[src/rtl/pc_sequencer.sv]
// Program-counter stage: next-PC selection, exception freeze/EPC capture with resume,
// and a debounced LOAD key that loads the PC from the switches.
module pc_sequencer #(
  parameter int unsigned DEBOUNCE_CYCLES = 16,
  parameter logic [7:0]  PC_RESET        = 8'h00
) (
  input  logic       SYS_clk,
  input  logic       SYS_rst,
  input  logic       PCS_load_n,
  input  logic [7:0] PCS_load_val,
  input  logic       PCS_branch,
  input  logic       PCS_zero,
  input  logic       PCS_jump,
  input  logic [7:0] PCS_br_off,
  input  logic [7:0] PCS_j_off,
  input  logic       PCS_eh_flag,
  input  logic       PCS_resume,
  output logic [7:0] PCS_pc,
  output logic [7:0] PCS_epc,
  output logic       PCS_halted,
  output logic       PCS_load_pulse
);

  localparam int unsigned CW      = $clog2(DEBOUNCE_CYCLES);
  localparam logic [CW-1:0] CNT_MAX = CW'(DEBOUNCE_CYCLES - 1);

  typedef enum logic {RUN = 1'b0, HALT = 1'b1} state_e;

  state_e        state_q;
  logic [7:0]    pc_q, epc_q;
  logic          load_pulse_q;
  logic          sync1_q, sync2_q, deb_q, deb_prev_q;
  logic [CW-1:0] cnt_q;
  logic [7:0]    seq_d, pc_d;
  logic          load_evt;

  // Jump outranks a taken branch; offsets are in words, modulo 256.
  always_comb begin
    seq_d = pc_q + 8'd1;
    pc_d  = seq_d;
    if (PCS_jump)                    pc_d = seq_d + PCS_j_off;
    else if (PCS_branch && PCS_zero) pc_d = seq_d + PCS_br_off;
  end

  // Press is the registered falling edge of the debounced level.
  assign load_evt = deb_prev_q & ~deb_q;

  always_ff @(posedge SYS_clk) begin
    if (SYS_rst) begin
      state_q      <= RUN;
      pc_q         <= PC_RESET;
      epc_q        <= 8'h00;
      load_pulse_q <= 1'b0;
      sync1_q      <= 1'b1;
      sync2_q      <= 1'b1;
      deb_q        <= 1'b1;
      deb_prev_q   <= 1'b1;
      cnt_q        <= '0;
    end else begin
      sync1_q    <= PCS_load_n;
      sync2_q    <= sync1_q;
      deb_prev_q <= deb_q;
      if (sync2_q != deb_q) begin
        if (cnt_q == CNT_MAX) begin
          deb_q <= sync2_q;
          cnt_q <= '0;
        end else begin
          cnt_q <= cnt_q + CW'(1);
        end
      end else begin
        cnt_q <= '0;
      end

      load_pulse_q <= load_evt;
      if (load_evt) begin
        pc_q    <= PCS_load_val;
        state_q <= RUN;
      end else begin
        case (state_q)
          RUN: begin
            if (PCS_eh_flag) begin
              epc_q   <= pc_q;
              state_q <= HALT;
            end else begin
              pc_q <= pc_d;
            end
          end
          HALT: begin
            if (PCS_resume) begin
              pc_q    <= epc_q + 8'd1;
              state_q <= RUN;
            end
          end
          default: state_q <= RUN;
        endcase
      end
    end
  end

  assign PCS_pc         = pc_q;
  assign PCS_epc        = epc_q;
  assign PCS_halted     = (state_q == HALT);
  assign PCS_load_pulse = load_pulse_q;

endmodule

[config.mk]
export PLATFORM = sky130hd
export DESIGN_NAME = pc_sequencer
export DESIGN_NICKNAME = d
export VERILOG_FILES = /design/src/rtl/pc_sequencer.sv
export SDC_FILE = /design/constraint.sdc
export NUM_CORES = 1
export LEC_CHECK = 0
export BUFFER_PORTS_ARGS = -buffer_cell sky130_fd_sc_hd__buf_2
export CAP_MARGIN = 20
export CORE_ASPECT_RATIO = 1.4
export CORE_MARGIN = 5
export CORE_UTILIZATION = 55
export DETAILED_ROUTE_END_ITERATION = 10
export GPL_TIMING_DRIVEN = 0
export MAX_ROUTING_LAYER = met4
export PLACE_DENSITY = 0.9
export SYNTH_ARGS = -nofsm -noshare
export SYNTH_HDL_FRONTEND = slang
export SYNTH_SLANG_ARGS = --single-unit
[constraint.sdc]
create_clock -name SYS_clk -period 4.9 [get_ports SYS_clk]
set_input_delay 1.225 -clock SYS_clk [delete_from_list [all_inputs] [get_ports SYS_clk]]
set_output_delay 1.225 -clock SYS_clk [all_outputs]
set_load 0.05 [all_outputs]
# Word level (Yosys, flattened, before mapping)
# Index checks and enable logic that the tools add are counted.
dict set report word_totals {
  ff_bits 26
  in_bits 32
  output_inout_bits 18
}
dict set report op_classes {
  n_addsub 5
  n_eq_ne 4
  muxes 9
  bitwise 5
  reduce_logical 6
}
# cell count
set op_table {}
lappend op_table {{$mux 8} 5}
lappend op_table {{$add 8x1->8 const B} 2}
lappend op_table {{$add 8x8->8} 2}
lappend op_table {{$pmux 8 s2} 1}
lappend op_table {{$add 4x1->4 const B} 1}
lappend op_table {{$eq 4x4->1 const B} 1}
lappend op_table {{$not 1->1} 4}
lappend op_table {{$reduce_and 2->1} 2}
lappend op_table {{$ne 3x2->1 const B} 1}
lappend op_table {{$ne 3x3->1 const B} 1}
lappend op_table {{$reduce_and 3->1} 1}
lappend op_table {{$reduce_or 3->1} 1}
lappend op_table {{$mux 1} 2}
lappend op_table {{$pmux 1 s2} 1}
lappend op_table {{$reduce_or 2->1} 1}
lappend op_table {{$and 1x1->1} 1}
lappend op_table {{$logic_and 1x1->1} 1}
lappend op_table {{$ne 1x1->1} 1}

# Longest topological paths before layout
dict set report depth {
  ltp_word 7
  ltp_mapped 10
  depth_no_buf 10
}

# Worst setup path after synthesis
# No wires, ideal clock.
dict set report synth_timing {
  kind {reg2reg}
  start {register pc_q[2], in the netlist PCS_pc[2]}
  end {register pc_q[5], in the netlist PCS_pc[5]}
  t_arrival_ns 2.929
  path_slack_ns 1.849
  stages_incl_launch_ff 10
  path_buffers 0
  synth_period_minus_slack_ns 3.051
  cell_sequence {dfxtp_1 -> and3_1 -> nand3_1 -> xnor2_1 -> ha_1 -> nor4b_1 -> mux2_4 -> a2111oi_4 -> a21oi_1 -> a221o_1}
}
dict set report synth_via {
  elab_chain_cells 7
  elab_cells_between_ends 8
  cone_classes {3 x add/sub; 5 x mux}
}
# item line
set synth_lines {}
lappend synth_lines {{start, declared} 30} ;# logic [7:0] pc_q, epc_q;
lappend synth_lines {{start signal, assigned} 76} ;# pc_q <= PCS_load_val;
lappend synth_lines {{start signal, assigned} 85} ;# pc_q <= pc_d;
lappend synth_lines {{start signal, assigned} 90} ;# pc_q <= epc_q + 8'd1;
lappend synth_lines {{$add 8x1->8 *} 39} ;# seq_d = pc_q + 8'd1;
lappend synth_lines {{$add 8x8->8} 42} ;# else if (PCS_branch && PCS_zero) pc_d = seq_d + PCS_br_off;
lappend synth_lines {{$mux 8} 42}
lappend synth_lines {{$mux 8 *} 41} ;# if (PCS_jump) pc_d = seq_d + PCS_j_off;
lappend synth_lines {{$mux 8 *} 81} ;# if (PCS_eh_flag) begin
lappend synth_lines {{$pmux 8 s2 *} 79} ;# case (state_q)
lappend synth_lines {{$mux 8 *} 75} ;# if (load_evt) begin
# Every way passes the cells marked *; elsewhere a longest branch is shown, timed or not. The select of a mux whose other input is x is not followed.
# A chain may end at the register's enable or synchronous reset.

# Final worst setup path
dict set report layout_timing {
  start {register pc_q[3], in the netlist PCS_pc[3]}
  end {register pc_q[5], in the netlist PCS_pc[5]}
}
# Same word-level chain as after synthesis.

==> impl_metrics.toml <==
[setup_path]
max_stage_delay_ns = 0.53
worst-path-stages = 9
crit_type = "reg2reg"
cp-end-kind = "flop"
crit_fanout = 7
crit_family = "compound AO/OA/AOI/OAI gates"
cp.required_ns = 5.07
critPathArrivalTime_ns = 3.19
critPathBufInv = 0
startpoint_type = "flop"
critPathSlowestCell = "xnor2_1"
ff2ff_path_depth = 9
crit_path_cell_trace = "and3_1 -> nand3_1 -> xnor2_1 -> ha_1 -> nor4b_1 -> mux2_4 -> a2111oi_4 -> a21oi_1 -> a221o_1"

[timing]
finalHoldViolations = 0
finClkSkew_ns = 0.005491
drv_slew = 0
relSlewSlack = 0.5747
finalSetupViolations = 0
period_needed_ns = 3.018
fin_crit_sh = 0.6159
fmax_ghz = 0.3314
rsz0062_at_grt = "no"
fin_setup_tns_ns = 0
tightest_slew_ns = 0.6299
setup_slack_ns = 1.882

[clock_network]
cts_setup_buffers = 0
clk_latency_ns = 0.28
clockRootBuffer = "clkbuf_8"
numCtsBuffers = 3
tritoncts = "done"
hold_buffers = 0
clk_pin_slew_ns = 0.09
cts.repair.resized = 0
cts.sinks = 26
htree_levels = 1
cts_buffer_depth = 2

[finish]
fin_nets = 347
instances_no_fill = 335
nFillCells = 289
drive_gt1_frac = 0.2082
area_growth_pct = 17.63
design_area_um2 = 2430
diodes = 0

[global_routing]
grt.total_usage = 0.2255
grt_pass1_wl_mm = 8.611
antenna_found_initial = 0
grt_overflow = 0
grt_max_degree = 16
grt_pass1_vias = 1926

[drt]
wl_met2_mm = 2.591
antenna_left = 0
viasPerCell = 6.003
wl_met1_mm = 2.038
drt_first_pass_iters = 5
num_vias = 2011
drt_iter0_drc = 121
drc_errors = 0
wire_per_inst_um = 15.16
highest_layer = "met4"
wl_met3_um = 322
routed_wl_mm = 5.077

[logic_synthesis]
async_flop_share = 0
ys_seq_area_frac = 0.2520
syn-instance-count = 241
ys_warn_count = 0
synth.ff_latch_count = 26
avgSynthCellArea_um2 = 8.571
synth_edf_count = 0
ys.flop_type = "dfxtp_1"
synth_fp_nets = 294
netlist_area_um2 = 2066
ys_types = 52

[pwr]
combPwrFrac = 0.423
leakage_nw = 1.142
sw_frac_of_total = 0.3727
p_int_mw = 0.4632
power_mw = 0.7385
netSwitchingPower_mw = 0.2752
p_seq_frac = 0.337
ir_drop_uv = 257.4
powerDensity_nw_per_um2 = 303.9
power.share.clock = 0.240

[place]
hpwl_mm = 4.069
place_congestion = 0.8243
portBuffers = 48
placed_area_um2 = 2359
pre_cts_ws_ns = 1.679
dp_cells = 331

[floorplan]
fp.dieH_um = 82.52
initial_core_util = 0.5670
chipWidth_um = 61.80
rows = 26
dieArea_um2 = 5099
io_pins = 50
coreArea_um2 = 3643

[job]
cap_violations = 0

[min_path]
min_path_type = "reg2reg"
holdPathStages = 1

[run_status]
status = "finished clean"
==> sequential cells by signal (all words and copies together) (netlist names) <==
register and count:
PCS_halted 1, PCS_epc 8, cnt_q 4, sync2_q 1
PCS_pc 8, PCS_load_pulse 1, sync1_q 1, deb_q 1
deb_prev_q 1
==> Yosys cell counts, drive strengths merged (3+ instances only) <==
cell type / n / area share
dfxtp: 26 / 0.25
nor2: 25 / 0.045
or2: 3 / 0.0091
nand2: 14 / 0.025
a21o: 5 / 0.018
mux2i: 11 / 0.053
ha: 19 / 0.12
nand2b: 4 / 0.012
xnor2: 13 / 0.055
nor3: 3 / 0.0073
and3: 6 / 0.018
clkbuf: 4 / 0.0073
o31ai: 4 / 0.015
a22o: 3 / 0.013
o21ai: 18 / 0.044
xor2: 9 / 0.038
nor2b: 4 / 0.012
a21oi: 9 / 0.022
nand3: 12 / 0.029
inv: 5 / 0.0091
a211oi: 8 / 0.031
==> kinds of logic (layout without fill, tap and decap cells) <==
kind of cell / count (synthesis) / after routing / share of synthesized area
adders and majority gates: 21 / 21 / 0.1345
muxes: 13 / 13 / 0.06602
buffers and inverters: 12 / 64 / 0.02301
DFF: 26 / 26 / 0.2520
and+or+nand+nor: 80 / 80 / 0.1932
xor gates and xnor gates: 23 / 23 / 0.1042
AOI/OAI and AO/OA: 66 / 66 / 0.2271
==> power groups by stage <==
stage               Combinational [mW]  Clock [mW]  Sequential (mW)
floorplan                        0.196           0            0.293
global placement                 0.300           0            0.252
detailed placement               0.310           0            0.253
CTS                              0.311       0.178            0.248
global route                     0.346       0.187            0.252
finish                           0.312       0.177            0.249
==> final timing paths <==
check        startpoint   endpoint  slack (ns)
max           PCS_pc[3]  PCS_pc[5]        1.88
min             sync1_q    sync2_q        0.43
max reg2reg   PCS_pc[3]  PCS_pc[5]        1.88
min reg2reg     sync1_q    sync2_q        0.43
==> per-layer routing <==
metal	track usage	vias to the layer above
met5	-	-
met4	0.09766	0
met3	0.01089	11
met2	0.3983	79
met1	0.2568	924
li1	-	997
==> layout by cell type, fill, tap and decap left out, types with 5 or more instances in the layout <==
cell	instances
inv_1	5
buf_2	50
a211oi_1	7
a21oi_1	9
a21o_1	5
o21ai_0	15
and3_1	6
ha_1	19
nor2_1	25
xnor2_1	13
xor2_1	9
nand3_1	12
dfxtp_1	26
nand2_1	14
mux2i_1	11
==> through the flow <==
step	hold slack, ns	util
final	0.4281	0.6669
after detailed placement	0.4123	0.6473
after CTS	0.4339	0.6669
after global placement	0.4079	0.6473
after floorplan	0.3895	-
after global routing	0.4457	0.6669
==> cell type report <==
cell class / instances / area, um2 / share of cell area
Tap cell: 42 / 52.55 / 0.02163
Buffer: 6 / 25.02 / 0.01030
Clock buffer: 3 / 41.29 / 0.01699
Inverter: 6 / 22.52 / 0.009269
Timing Repair Buffer: 48 / 240.2 / 0.09887
Multi-Input combinational cell: 203 / 1498 / 0.6164
Sequential cell: 26 / 520.5 / 0.2142
Clock inverter: 1 / 30.03 / 0.01236
==> worst register-to-register path, cell delays in order, from the launching register on <==
cell and delay, ns:
dfxtp_1 0.49, and3_1 0.20, nand3_1 0.09, xnor2_1 0.53, ha_1 0.40, nor4b_1 0.17
mux2_4 0.30, a2111oi_4 0.32, a21oi_1 0.09, a221o_1 0.32
Power figures use the tool's default switching activity.
